===== config.mk =====
export PLATFORM = sky130hd
export DESIGN_NAME = approx_add_pipe
export DESIGN_NICKNAME = d
export VERILOG_FILES = /design/src/rtl/approx_add_pipe.sv
export SDC_FILE = /design/constraint.sdc
export NUM_CORES = 1
export LEC_CHECK = 0
export ABC_AREA = 1
export BUFFER_PORTS_ARGS = -buffer_cell sky130_fd_sc_hd__buf_2
export CAP_MARGIN = 0
export CORE_ASPECT_RATIO = 0.5
export CORE_MARGIN = 4
export CORE_UTILIZATION = 45
export CTS_CLUSTER_SIZE = 28
export DETAILED_ROUTE_END_ITERATION = 16
export GPL_TIMING_DRIVEN = 0
export HOLD_SLACK_MARGIN = 0.05
export PLACE_DENSITY = 0.62
export SETUP_SLACK_MARGIN = 0.1
export SLEW_MARGIN = 20
export SYNTH_ARGS = -nofsm -noshare
export SYNTH_HDL_FRONTEND = slang
export SYNTH_SLANG_ARGS = --single-unit

===== constraint.sdc =====
create_clock -name clk -period 5.8 [get_ports clk]
set_input_delay 0.29 -clock clk [delete_from_list [all_inputs] [get_ports clk]]
set_output_delay 0.29 -clock clk [all_outputs]
set_load 0.03 [all_outputs]

===== src/rtl/approx_add_pipe.sv =====
// Two-stage lower-part-OR approximate adder with per-transaction depth k and an error monitor.
// Latency 2 cycles, 1 result/cycle; valid/ready on both sides, results held stable while stalled.
module approx_add_pipe #(
   parameter int W    = 8,
   parameter int KMAX = 4,
   parameter int ACCW = 24,
   parameter int CNTW = 16
) (
   input  logic                        clk,
   input  logic                        rst_n,
   input  logic                        in_valid,
   output logic                        in_ready,
   input  logic [W-1:0]                a,
   input  logic [W-1:0]                b,
   input  logic [$clog2(KMAX+1)-1:0]   k,
   output logic                        out_valid,
   input  logic                        out_ready,
   output logic [W:0]                  sum,
   output logic [W-1:0]                err,
   input  logic                        stat_clr,
   output logic [ACCW-1:0]             err_sum,
   output logic [W-1:0]                err_max,
   output logic [CNTW-1:0]             err_cnt,
   output logic [CNTW-1:0]             smp_cnt
);

   localparam int KW = $clog2(KMAX+1);

   logic            s2_adv;
   logic            s1_adv;
   logic            s1_valid;
   logic [W-1:0]    s1_a;
   logic [W-1:0]    s1_b;
   logic [W-1:0]    s1_lo;
   logic [KW-1:0]   s1_ke;
   logic            s1_cin;

   logic [KW-1:0]   ke_in;
   logic [W-1:0]    mask_in;
   logic [W-1:0]    top_in;

   logic [W-1:0]    mask2;
   logic [W:0]      upper;
   logic [W:0]      approx;
   logic [W:0]      exact;
   logic [W-1:0]    diff_err;

   logic            hs;
   logic [ACCW:0]   err_ext;
   logic [ACCW:0]   acc_nxt;

   assign s2_adv   = !out_valid || out_ready;
   assign s1_adv   = s2_adv || !s1_valid;
   assign in_ready = s1_adv;

   // mask_in covers the approximate LSBs; top_in isolates bit ke-1, whose AND feeds the upper part
   always_comb begin
      ke_in   = (k > KW'(KMAX)) ? KW'(KMAX) : k;
      mask_in = ~({W{1'b1}} << ke_in);
      top_in  = mask_in ^ (mask_in >> 1);
   end

   always_ff @(posedge clk) begin
      if (!rst_n) begin
         s1_valid <= 1'b0;
         s1_a     <= '0;
         s1_b     <= '0;
         s1_lo    <= '0;
         s1_ke    <= '0;
         s1_cin   <= 1'b0;
      end else if (s1_adv) begin
         s1_valid <= in_valid;
         if (in_valid) begin
            s1_a   <= a;
            s1_b   <= b;
            s1_ke  <= ke_in;
            s1_lo  <= (a | b) & mask_in;
            s1_cin <= |(a & b & top_in);
         end
      end
   end

   // Upper operands have their low ke bits cleared, so the carry-in lands exactly at bit ke
   always_comb begin
      mask2    = ~({W{1'b1}} << s1_ke);
      upper    = {1'b0, s1_a & ~mask2} + {1'b0, s1_b & ~mask2}
               + (s1_cin ? {mask2 ^ (mask2 >> 1), 1'b0} : '0);
      approx   = upper | {1'b0, s1_lo};
      exact    = {1'b0, s1_a} + {1'b0, s1_b};
      diff_err = (exact >= approx) ? W'(exact - approx) : W'(approx - exact);
   end

   always_ff @(posedge clk) begin
      if (!rst_n) begin
         out_valid <= 1'b0;
         sum       <= '0;
         err       <= '0;
      end else if (s2_adv) begin
         out_valid <= s1_valid;
         if (s1_valid) begin
            sum <= approx;
            err <= diff_err;
         end
      end
   end

   assign hs      = out_valid && out_ready;
   assign err_ext = {{(ACCW+1-W){1'b0}}, err};
   assign acc_nxt = {1'b0, err_sum} + err_ext;

   // A clear coinciding with a handshake wins; that result is dropped from the statistics
   always_ff @(posedge clk) begin
      if (!rst_n || stat_clr) begin
         err_sum <= '0;
         err_max <= '0;
         err_cnt <= '0;
         smp_cnt <= '0;
      end else if (hs) begin
         err_sum <= acc_nxt[ACCW] ? '1 : acc_nxt[ACCW-1:0];
         if (err > err_max)
            err_max <= err;
         if ((err != '0) && (err_cnt != '1))
            err_cnt <= err_cnt + CNTW'(1);
         if (smp_cnt != '1)
            smp_cnt <= smp_cnt + CNTW'(1);
      end
   end

endmodule


==> results of run 1 <==
==> worst max-delay path, cell delays in order, from the launching register on <==
cell and delay (ps):
dfxtp_1 460, nand2_1 170, inv_1 100, nand3_1 80, fa_1 480, inv_1 40, ha_1 370, nand2_1 90
nand3_1 190, nand2_1 110, inv_1 40, nor3_1 360, ha_1 310, buf_2 180, nand2_2 100, inv_1 50
nand2_1 80, nand3_1 120, a21oi_1 380, nand2_1 100, nand2_1 70, nand2_1 50, a21oi_1 110
==> through the flow <==
stage	cell area (um^2)	hold slack [ps]	util (%)	total power, uW
6_report	8570	187	54.2	2060
4_1_cts	8570	178	54.2	2080
2_1_floorplan	7470	415	-	1300
3_5_place_dp	8280	424	52.3	1450
5_1_grt	8570	193	54.2	2210
3_3_place_gp	8280	421	52.3	1440
==> registers in the layout, indices dropped and copies added (netlist names), 3 cells and up <==
| register | count |
|---|---|
| smp_cnt | 16 |
| err | 8 |
| err_cnt | 16 |
| s1_lo | 7 |
| sum | 9 |
| s1_a | 8 |
| s1_b | 8 |
| err_sum | 24 |
| s1_ke | 3 |
| err_max | 8 |
==> cell usage after synthesis, drive strengths merged <==
master / instances / share of area [%]
inv: 178 / 8.9
o22ai: 1 / 0.084
o21a: 1 / 0.10
or2: 3 / 0.25
ha: 50 / 8.4
and3: 1 / 0.084
clkinv: 1 / 0.050
nor3: 26 / 1.9
nand3: 87 / 6.1
a21oi: 102 / 6.9
xnor2: 12 / 1.4
nor2: 114 / 5.9
clkbuf: 12 / 0.60
nand4: 29 / 2.5
o21bai: 3 / 0.30
nand2: 272 / 14
buf: 18 / 1.5
a31oi: 7 / 0.59
a211oi: 2 / 0.20
and2: 1 / 0.084
a22oi: 1 / 0.10
dfxtp: 110 / 29
a21o: 3 / 0.30
a221oi: 1 / 0.12
a21boi: 1 / 0.10
o311ai: 1 / 0.12
o21ai: 56 / 3.8
fa: 12 / 3.2
nor4: 1 / 0.084
o211ai: 3 / 0.30
xor2: 21 / 2.5
==> cells in the final DEF, fill, tap and decap left out, types with 2 or more instances in the layout <==
master,n
a211oi_1,2
nand2_2,7
o211ai_1,3
buf_6,2
a21o_1,3
xor2_1,21
buf_2,118
nand3_1,85
nand2_4,2
a31oi_1,7
inv_1,175
nor2_2,3
nor3_1,24
nand4_1,28
xnor2_1,12
buf_4,3
a21oi_1,101
o21ai_0,54
nor3_2,2
clkbuf_1,15
nand2_1,263
or2_2,3
clkbuf_16,9
nor2_1,110
fa_1,12
ha_1,50
dfxtp_1,110
inv_2,3
o21bai_1,3
==> worst min path at each step <==
stage                          startpoint                    end  slack [ps]  cells past startpoint
finish                               b[7]   s1_b[7]$_SDFFE_PN0P_         190                      3
global route                         b[7]   s1_b[7]$_SDFFE_PN0P_         190                      3
CTS                                  b[7]   s1_b[7]$_SDFFE_PN0P_         180                      3
detailed placement  s1_lo[5]$_SDFFE_PN0P_  s1_lo[5]$_SDFFE_PN0P_         420                      2
global placement    s1_lo[5]$_SDFFE_PN0P_  s1_lo[5]$_SDFFE_PN0P_         420                      2
floorplan           s1_lo[5]$_SDFFE_PN0P_  s1_lo[5]$_SDFFE_PN0P_         420                      2
==> power groups by stage <==
stage	Sequential (uW)	Combinational, uW	Clock (uW)
3_3_place_gp	832	609	0
5_1_grt	818	716	675
3_5_place_dp	832	619	0
6_report	815	623	625
4_1_cts	815	622	647
2_1_floorplan	851	446	0
==> layout make-up <==
cell class | instances | area [um^2]
Inverter | 179 | 672
Buffer | 30 | 154
Clock buffer | 13 | 250
Sequential cell | 110 | 2200
Timing Repair Buffer | 106 | 531
Fill cell | 1626 | 7250
Tap cell | 221 | 277
Clock inverter | 3 | 43.8
Multi-Input combinational cell | 811 | 4440
==> per-layer routing <==
metal	track usage (%)	part of all wire [%]
met1	28.9	47
met3	3.72	5.1
met4	4.08	1.0
met2	36.2	46
met5	0	0
==> cell families after synthesis <==
family | count (synthesis) | synth area share [%]
AND/OR/NAND/NOR | 534 | 31.0
flip-flops | 110 | 29.5
AO/OA/AOI/OAI | 182 | 13.0
buffers and inverters | 209 | 11.1
XOR/XNOR | 33 | 3.87
adder cells (fa/ha/maj) | 62 | 11.6
==> metrics, run 1 <==
status=finished clean; Final setup viols=0; Net Sw Frac=34.7%; Final Skew=6.26 ps; CTS resizes=0; maxcap violations=0; Clock Tree Root=clkbuf_16; I/O pin count=107; Period Utilization, post-route=70.9%; routed vias/inst=5.12; Remaining Overflow, GRT=0; peak supply drop=0.000166 V; final worst slack=1690 ps; HP Class=primary input to register; Tightest Pin Transition=615 ps; final hold vios=0; antenna cells=0; All-Layer GR Usage=21.3%; initial antenna violation count=0; RD Place Congestion=0.925; vias in the first global route=7013; Place WS=1760 ps; Worst Setup SP=s1_ke[0]$_SDFFE_PN0P_; Clk pwr share=30.3%; CP Capture Point=err[7]$_SDFFE_PN0P_; FP Rows=32; Mapped Cells=1130; switching power=716 uW; Synth Net Count=1216; static leakage=0.00412 uW; CTS tree=built; first-pass GRT wire length=33.6 mm; clock buffer depth=2; Seq cells post-synth=110; Flop pwr share=39.5%; Final min period=4110 ps; # DRC=0; Gate power share=30.2%; Reg2Reg Depth=22; Pint=1350 uW; non-filler cells, final=1473; H-tree Lvls=3; mapped cell area=7470 um^2; core box area=15800 um^2; Reg2Reg Setup Slack=1690 ps; Fmax=0.243 GHz; Pwr Density=241 nW/um^2; largest net degree at the start of global routing=17; Synth warnings=0; Max-slew headroom=58.8%; Initial DRT Pass Iterations=5; Post-CTS Hold Fix Bufs=0; final WL=20.1 mm; wire per inst=13.6 um; TNS Setup=0 ps; Critical Path AT=4390 ps; Num CTS Buffers=9; crit start category=register; DRT iter0 DRCs=339; Seq/Total Area, Yosys=29.5%; Die W=190 um; WP data required=6080 ps; DP Wirelength=15.8 mm; total number of vias=7542; Area Growth Syn to Fin=14.7%; buffer count from post-CTS setup fixing=0; Final Max Slew Viols=0; # nets final=1333; clock latency at the later pin of the worst-skew pair=350 ps; Netlist cell types=46; unrepaired setup endpoints after global routing=no; Chip Height=99.1 um; post-route ant nets=0; Setup crit end kind=register; synthesized area per cell=6.61 um^2; # port buffers=106; share of cells above drive strength 1=12.9%; dpl cells=1457; die area=18800 um^2; CTS Sinks=110; Starting Density=47.2%; R2R Path Start=s1_ke[0]$_SDFFE_PN0P_; clock-pin slew on the worst setup and hold paths=70 ps; r2r endpoint=err[7]$_SDFFE_PN0P_; Setup CP Type=register to register; CP Max Fanout=7
Power figures use the tool's default switching activity.
==> run 2: changes to the inputs <==
clock period = 4.08 ns   (was 5.8 ns; I/O delays follow)
==> run 2 against run 1 <==
Final area up 0.85%. Combinational power up 45%. Hold slack worse by 86 ps. Critical path depth unchanged. Clock skew about the same. Sequential cell count unchanged. Largest cell class unchanged. Maximum frequency up 12%. Clock power up 43%. Critical path type unchanged. Worst setup slack worse by 1300 ps. Sequential power up 42%. Via count down 0.29%.
==> metrics, run 2 (same netlist as run 1, synthesis figures left out) <==
status=finished clean (unchanged); HP Class=primary input to register (unchanged); crit-path max cell delay=480 ps (about the same); static leakage=0.00414 uW (was 0.00412 uW); Top reg by flops=err_sum (unchanged); Critical Path AT=3930 ps (was 4390 ps); # nets final=1333 (unchanged); WP data required=4330 ps (was 6080 ps); commonest non-fill, non-tap cell in the layout=nand2_1 (unchanged); I/O pin count=107 (unchanged); most frequent cells in the layout=nand2_1, inv_1, buf_2 (unchanged); dpl cells=1457 (unchanged); clock-pin slew on the worst setup and hold paths=70 ps (about the same); Flop pwr share=39.2% (was 39.5%); Min-Delay Endpoint=s1_b[7]$_SDFFE_PN0P_ (unchanged); crit start category=register (unchanged); buffer count from post-CTS setup fixing=0 (unchanged); first-pass GRT wire length=33.6 mm (about the same); Tightest Pin Transition=619 ps (was 615 ps); Remaining Overflow, GRT=0 (unchanged); Reg2Reg Setup Slack=400 ps (was 1690 ps); clock latency at the later pin of the worst-skew pair=350 ps (about the same); share of cells above drive strength 1=14.2% (was 12.9%); CTS tree=built (unchanged); r2r endpoint=err[4]$_SDFFE_PN0P_ (was err[7]$_SDFFE_PN0P_); Clk pwr share=30.2% (was 30.3%); Setup CP Type=register to register (unchanged); Hold Path Depth=3 (unchanged); Num CTS Buffers=9 (unchanged); Initial DRT Pass Iterations=5 (unchanged); antenna cells=0 (unchanged); non-filler cells, final=1473 (unchanged); Max-slew headroom=58.6% (was 58.8%); R2R Path Start=s1_ke[0]$_SDFFE_PN0P_ (unchanged); Worst Setup SP=s1_ke[0]$_SDFFE_PN0P_ (unchanged); post-route ant nets=0 (unchanged); vias in the first global route=7016 (was 7013); # port buffers=106 (unchanged); Final Skew=6.62 ps (was 6.26 ps); Final Max Slew Viols=0 (unchanged); startpoint of the worst hold path=b[7] (unchanged); Net Sw Frac=34.9% (was 34.7%); DRT iter0 DRCs=326 (was 339); TNS Setup=0 ps (unchanged); unrepaired setup endpoints after global routing=yes (was no); RD Place Congestion=0.925 (unchanged); Pint=1920 uW (was 1350 uW); H-tree Lvls=3 (unchanged); All-Layer GR Usage=21.3% (about the same); CP Max Fanout=10 (was 7); Pwr Density=342 nW/um^2 (was 241 nW/um^2); final WL=20.2 mm (was 20.1 mm); Die W=190 um (unchanged); Starting Density=47.2% (unchanged); filler instances=1621 (was 1626); core box area=15800 um^2 (unchanged); largest net degree at the start of global routing=17 (unchanged); slowest stage cell, crit path=fa_1 (unchanged); # DRC=0 (unchanged); CTS Sinks=110 (unchanged); final hold vios=0 (unchanged); crit-path cells=nand2_1, inv_1, nand3_1, fa_1, inv_1, ha_2, nand3_1, nand3_2, nand4_1, a21o_1, and2_1, ha_1, nand2_1, inv_1, a21oi_1, nand2_1, inv_1, nand2_4, a21oi_1, o21ai_0, nand2_1, inv_1 (was nand2_1, inv_1, nand3_1, fa_1, inv_1, ha_1, nand2_1, nand3_1, nand2_1, inv_1, nor3_1, ha_1, buf_2, nand2_2, inv_1, nand2_1, nand3_1, a21oi_1, nand2_1, nand2_1, nand2_1, a21oi_1); Fmax=0.272 GHz (was 0.243 GHz); die area=18800 um^2 (unchanged); switching power=1030 uW (was 716 uW); Gate power share=30.6% (was 30.2%); initial antenna violation count=0 (unchanged); routed vias/inst=5.11 (was 5.12); Period Utilization, post-route=90.2% (was 70.9%); Top cell by count, worst path=inv_1 (was nand2_1); max reg flops=24 (unchanged); Final min period=3680 ps (was 4110 ps); Setup crit end kind=register (unchanged); Core Util, Final=54.6% (was 54.2%); FP Rows=32 (unchanged); total number of vias=7520 (was 7542); top flop regs=err_sum: 24 flops, err_cnt: 16 flops, smp_cnt: 16 flops (unchanged); Chip Height=99.1 um (unchanged); DP Wirelength=15.8 mm (unchanged); Pwr Total=2950 uW (was 2060 uW); Reg2Reg Depth=22 (unchanged); Clock Tree Root=clkbuf_16 (unchanged); peak supply drop=0.000235 V (was 0.000166 V); Post-CTS Hold Fix Bufs=0 (unchanged); wire per inst=13.7 um (was 13.6 um); maxcap violations=0 (unchanged); Final setup viols=0 (unchanged); clock buffer depth=2 (unchanged); Area Growth Syn to Fin=15.7% (was 14.7%)
run 2: cell count changes in the layout (fill, tap and decap cells not counted), moves of 3 or more:
cell	delta
a21oi_1	-3
dfxtp_1	-3
nor2_1	-3
nor2_2	+3
run 2: repair_timing:
item                                    4_1_cts  5_1_grt
pin swaps                                     0        0
endpoints found under the setup margin        4        7
gates resized for setup                       1       21
run 2: critical path, delay by kind of cell, from the launching register on:
kind	cells	cell delay (ps)
fa+ha+maj	3	1160
simple gates	10	1080
compound gates	4	610
flops	1	400
buf+inv	5	330
run 2: cell type report:
cell class	instances	area, um^2	area share (%)
Tap cell	221	277	3.20
Timing Repair Buffer	106	531	6.14
Clock inverter	3	43.8	0.507
Sequential cell	110	2210	25.6
Inverter	179	672	7.77
Buffer	30	154	1.78
Clock buffer	13	250	2.90
Multi-Input combinational cell	811	4510	52.1
run 2: power by group through the flow:
stage / Clock [uW] / Sequential (uW) / Combinational [uW]
3_5_place_dp: 0 / 1180 / 880
4_1_cts: 920 / 1160 / 888
3_3_place_gp: 0 / 1180 / 865
6_report: 891 / 1160 / 904
2_1_floorplan: 0 / 1210 / 634
5_1_grt: 959 / 1160 / 1040
run 2: per-stage QoR:
| stage | area [um^2] | hold WS (ps) | setup slack (ps) |
|---|---|---|---|
| after global placement | 8280 | 421 | 37.6 |
| after global routing | 8640 | 107 | 81.4 |
| after floorplan | 7470 | 369 | 650 |
| after CTS | 8570 | 91.6 | 110 |
| after detailed placement | 8280 | 424 | 44.5 |
| final | 8640 | 101 | 399 |
run 2: routing by layer:
layer  vias to the layer above  GRT usage, %  wire length [um]
li1                       3878             -                 -
met5                         -             0                 0
met1                      3458          28.9              9540
met2                       161          36.2              9410
met4                         0          4.08               199
met3                        23          3.72              1010
run 2: worst max path at each step:
stage / to / cells past startpoint
2_1_floorplan: err[3]$_SDFFE_PN0P_ / 20
3_3_place_gp: err[7]$_SDFFE_PN0P_ / 22
3_5_place_dp: err[7]$_SDFFE_PN0P_ / 22
4_1_cts: err[4]$_SDFFE_PN0P_ / 23
5_1_grt: err[4]$_SDFFE_PN0P_ / 23
6_report: err[4]$_SDFFE_PN0P_ / 22
==> run 3: changes to the inputs <==
ABC_AREA = not set   (was 1)
PLACE_DENSITY = 0.63   (was 0.62)
==> run 3 against run 2 <==
The run now ends with setup timing left. Routed wire length decreased by 20%. Clock power about the same. Sequential share of layout area is 2.2 points higher. Final cell count shrank 25%. Total power shrank 7.4%. Sequential cell count is the same. Combinational power shrank 23%. Critical path type unchanged. Critical endpoint is now err[2]$_SDFFE_PN0P_. Highest routed layer unchanged.
==> metrics, run 3 <==
Clk pwr share=32.7% (was 30.2%); Die W=178 um (was 190 um); R2R Path Start=s1_ke[2]$_SDFFE_PN0P_ (was s1_ke[0]$_SDFFE_PN0P_); unrepaired setup endpoints after global routing=yes (unchanged); design area=7960 um^2 (was 8640 um^2); share of the synthesized area in the top cell type=33.7% (was 29.5%); Remaining Overflow, GRT=0 (unchanged); I/O pin count=107 (unchanged); Final min period=4130 ps (was 3680 ps); clock buffer depth=2 (unchanged); DP Wirelength=12.0 mm (was 15.8 mm); Reg2Reg Depth=21 (was 22); Synth area leader=dfxtp_1 (unchanged); top flop regs=err_sum: 24 flops, err_cnt: 16 flops, smp_cnt: 16 flops (unchanged); vias in the first global route=5357 (was 7016); mapped cell area=6540 um^2 (was 7470 um^2); Levels on crit path=21 (was 22); maxcap violations=0 (unchanged); Seq/Total Area, Yosys=33.7% (was 29.5%); non-filler cells, final=1099 (was 1473); most frequent cell after synthesis=dfxtp_1 (was nand2_1); crit-path cells=clkbuf_16, a21oi_4, nand2_2, fa_1, inv_2, ha_4, a21o_1, a21oi_2, o21bai_1, a21oi_1, xnor2_1, nor2_2, ha_4, a21o_1, a21oi_2, nand4_1, a31oi_4, buf_12, mux2i_2, xor2_1, o22ai_1 (was nand2_1, inv_1, nand3_1, fa_1, inv_1, ha_2, nand3_1, nand3_2, nand4_1, a21o_1, and2_1, ha_1, nand2_1, inv_1, a21oi_1, nand2_1, inv_1, nand2_4, a21oi_1, o21ai_0, nand2_1, inv_1); Netlist cell types=58 (was 46); final WL=16.1 mm (was 20.2 mm); Synth area leaders=dfxtp_1, ha_1, nand2_1 (was dfxtp_1, nand2_1, inv_1); # nets final=988 (was 1333); final worst slack=-46.7 ps (was 399 ps); Max-slew headroom=58.1% (was 58.6%); dpl cells=1065 (was 1457); Post-synth EDFFs=0 (unchanged); slowest stage cell, crit path=fa_1 (unchanged); Worst Setup SP=s1_ke[2]$_SDFFE_PN0P_ (was s1_ke[0]$_SDFFE_PN0P_); TNS Setup=-98.6 ps (was 0 ps); Reg2Reg Setup Slack=-50 ps (was 400 ps); Synth warnings=0 (unchanged); Final setup viols=4 (was 0); RD Place Congestion=0.826 (was 0.925); antenna cells=0 (unchanged); Fmax=0.242 GHz (was 0.272 GHz); Gate power share=25.5% (was 30.6%); first-pass GRT wire length=26.0 mm (was 33.6 mm); Starting Density=47.1% (was 47.2%); crit-path max cell delay=520 ps (was 480 ps); Primary FF master, synth=dfxtp_1 (unchanged); post-route ant nets=0 (unchanged); core box area=13900 um^2 (was 15800 um^2); synthesized area per cell=8.51 um^2 (was 6.61 um^2); Post-synth top cells=dfxtp_1, nand2_1, nor2_1 (was nand2_1, inv_1, dfxtp_1, nor2_1, a21oi_1); routed vias/inst=5.13 (was 5.11); All-Layer GR Usage=19.2% (was 21.3%); HP Class=primary input to register (unchanged); placed inst area=7350 um^2 (was 8280 um^2); Worst Path Buf+Inv=3 (was 5); Mapped Cells=768 (was 1130); CP Capture Point=err[2]$_SDFFE_PN0P_ (was err[4]$_SDFFE_PN0P_); final hold vios=0 (unchanged); total number of vias=5638 (was 7520); Net Sw Frac=32.0% (was 34.9%); most frequent cells in the layout=buf_2, dfxtp_1, nand2_1 (was nand2_1, inv_1, buf_2); Critical Path AT=4340 ps (was 3930 ps); Synth Net Count=854 (was 1216); WP data required=4290 ps (was 4330 ps); static leakage=0.00356 uW (was 0.00414 uW); Tightest Pin Transition=628 ps (was 619 ps); CTS Sinks=110 (unchanged); max reg flops=24 (unchanged); failing checks=setup timing; largest net degree at the start of global routing=22 (was 17); peak supply drop=0.000183 V (was 0.000235 V); Clock Tree Root=clkbuf_16 (unchanged); async set-reset flop share out of synthesis=0% (unchanged); crit start category=register (unchanged); Hold Path Depth=3 (unchanged); Pint=1860 uW (was 1920 uW); die area=16600 um^2 (was 18800 um^2); Seq cells post-synth=110 (unchanged); DRT iter0 DRCs=144 (was 326); FP Rows=30 (was 32); Setup crit end kind=register (unchanged); Place WS=-385 ps (was 44.5 ps); wire per inst=14.6 um (was 13.7 um); Initial DRT Pass Iterations=5 (unchanged); switching power=876 uW (was 1030 uW); Setup CP Type=register to register (unchanged); Final Max Slew Viols=0 (unchanged); # port buffers=105 (was 106); clock-pin slew on the worst setup and hold paths=80 ps (was 70 ps); Hold WS=89.0 ps (was 101 ps); share of cells above drive strength 1=21.4% (was 14.2%); Flop pwr share=41.9% (was 39.2%); clock latency at the later pin of the worst-skew pair=360 ps (was 350 ps); CP Max Fanout=7 (was 10); Top reg by flops=err_sum (unchanged); Final Skew=9.28 ps (was 6.62 ps); H-tree Lvls=3 (unchanged); Pwr Density=344 nW/um^2 (was 342 nW/um^2); # DRC=0 (unchanged); Worst path top cell family by delay=compound AO/OA/AOI/OAI gates (was adder cells); CTS tree=built (unchanged); Chip Height=93.2 um (was 99.1 um); Num CTS Buffers=9 (unchanged); commonest non-fill, non-tap cell in the layout=buf_2 (was nand2_1); r2r endpoint=err[2]$_SDFFE_PN0P_ (was err[4]$_SDFFE_PN0P_); Area Growth Syn to Fin=21.8% (was 15.7%); status=complete, but fails checks (was finished clean); Post-CTS Hold Fix Bufs=0 (unchanged); Period Utilization, post-route=101% (was 90.2%); initial antenna violation count=0 (unchanged)
## run 3: cell families (layout without fill, tap and decap cells)
| kind of cell | Yosys count | in the layout | share of synthesized area, % |
|---|---|---|---|
| XOR/XNOR | 58 | 58 | 7.77 |
| AND/OR/NAND/NOR | 286 | 286 | 21.2 |
| flip-flops | 110 | 110 | 33.7 |
| multiplexers | 18 | 18 | 2.76 |
| AO/OA/AOI/OAI | 157 | 157 | 16.7 |
| buffers and inverters | 77 | 216 | 4.58 |
| adder cells (fa/ha/maj) | 62 | 62 | 13.2 |
## run 3: how the worst min path moves through the flow
stage	startpoint	end	slack [ps]
2_1_floorplan	in_valid	s1_valid$_SDFFE_PN0N_	340
3_3_place_gp	b[5]	s1_b[5]$_SDFFE_PN0P_	450
3_5_place_dp	b[4]	s1_b[4]$_SDFFE_PN0P_	460
4_1_cts	b[4]	s1_b[4]$_SDFFE_PN0P_	80
5_1_grt	b[4]	s1_b[4]$_SDFFE_PN0P_	90
6_report	b[4]	s1_b[4]$_SDFFE_PN0P_	90
## run 3: area by class of cell
type / instances / area [um^2]
Clock inverter: 7 / 70.1
Sequential cell: 110 / 2210
Multi-Input combinational cell: 581 / 4200
Timing Repair Buffer: 123 / 673
Fill cell: 1279 / 5930
Tap cell: 192 / 240
Buffer: 29 / 161
Inverter: 48 / 180
Clock buffer: 9 / 225
## run 3: power groups by stage
stage	clock [uW]	sequential, uW	combinational [uW]
after floorplan	0	1190	441
after global placement	0	1170	595
after detailed placement	0	1170	603
after CTS	921	1150	659
after global routing	959	1150	769
final	894	1150	697
## run 3: worst reg2reg max path: stages, from the launching register on
cell       delay, ps
dfxtp_4          370
clkbuf_16        160
a21oi_4          140
nand2_2           70
fa_1             520
inv_2             60
ha_4             200
a21o_1           160
a21oi_2          140
o21bai_1         110
a21oi_1          170
xnor2_1          100
nor2_2           200
ha_4             230
a21o_1           180
a21oi_2          160
nand4_1          160
a31oi_4          200
buf_12           150
mux2i_2          210
xor2_1           170
o22ai_1          100
## run 3: metrics by stage
stage / power, uW / util (%)
2_1_floorplan: 1630 / -
3_3_place_gp: 1760 / 52.9
4_1_cts: 2730 / 56.5
6_report: 2740 / 57.3
3_5_place_dp: 1770 / 52.9
5_1_grt: 2880 / 57.3
## run 3: layer usage
metal / wire length, um / vias up / global-route usage [%]
li1: - / 2920 / -
met1: 7650 / 2613 / 25.2
met2: 7580 / 95 / 32.8
met3: 704 / 10 / 3.96
met4: 120 / 0 / 3.96
met5: 0 / - / 0
## run 3: what timing repair did
action / in CTS / in global routing
setup buffers: 12 / 6
pin swaps: 21 / 27
gates resized for setup: 21 / 17
endpoints found under the setup margin: 7 / 7
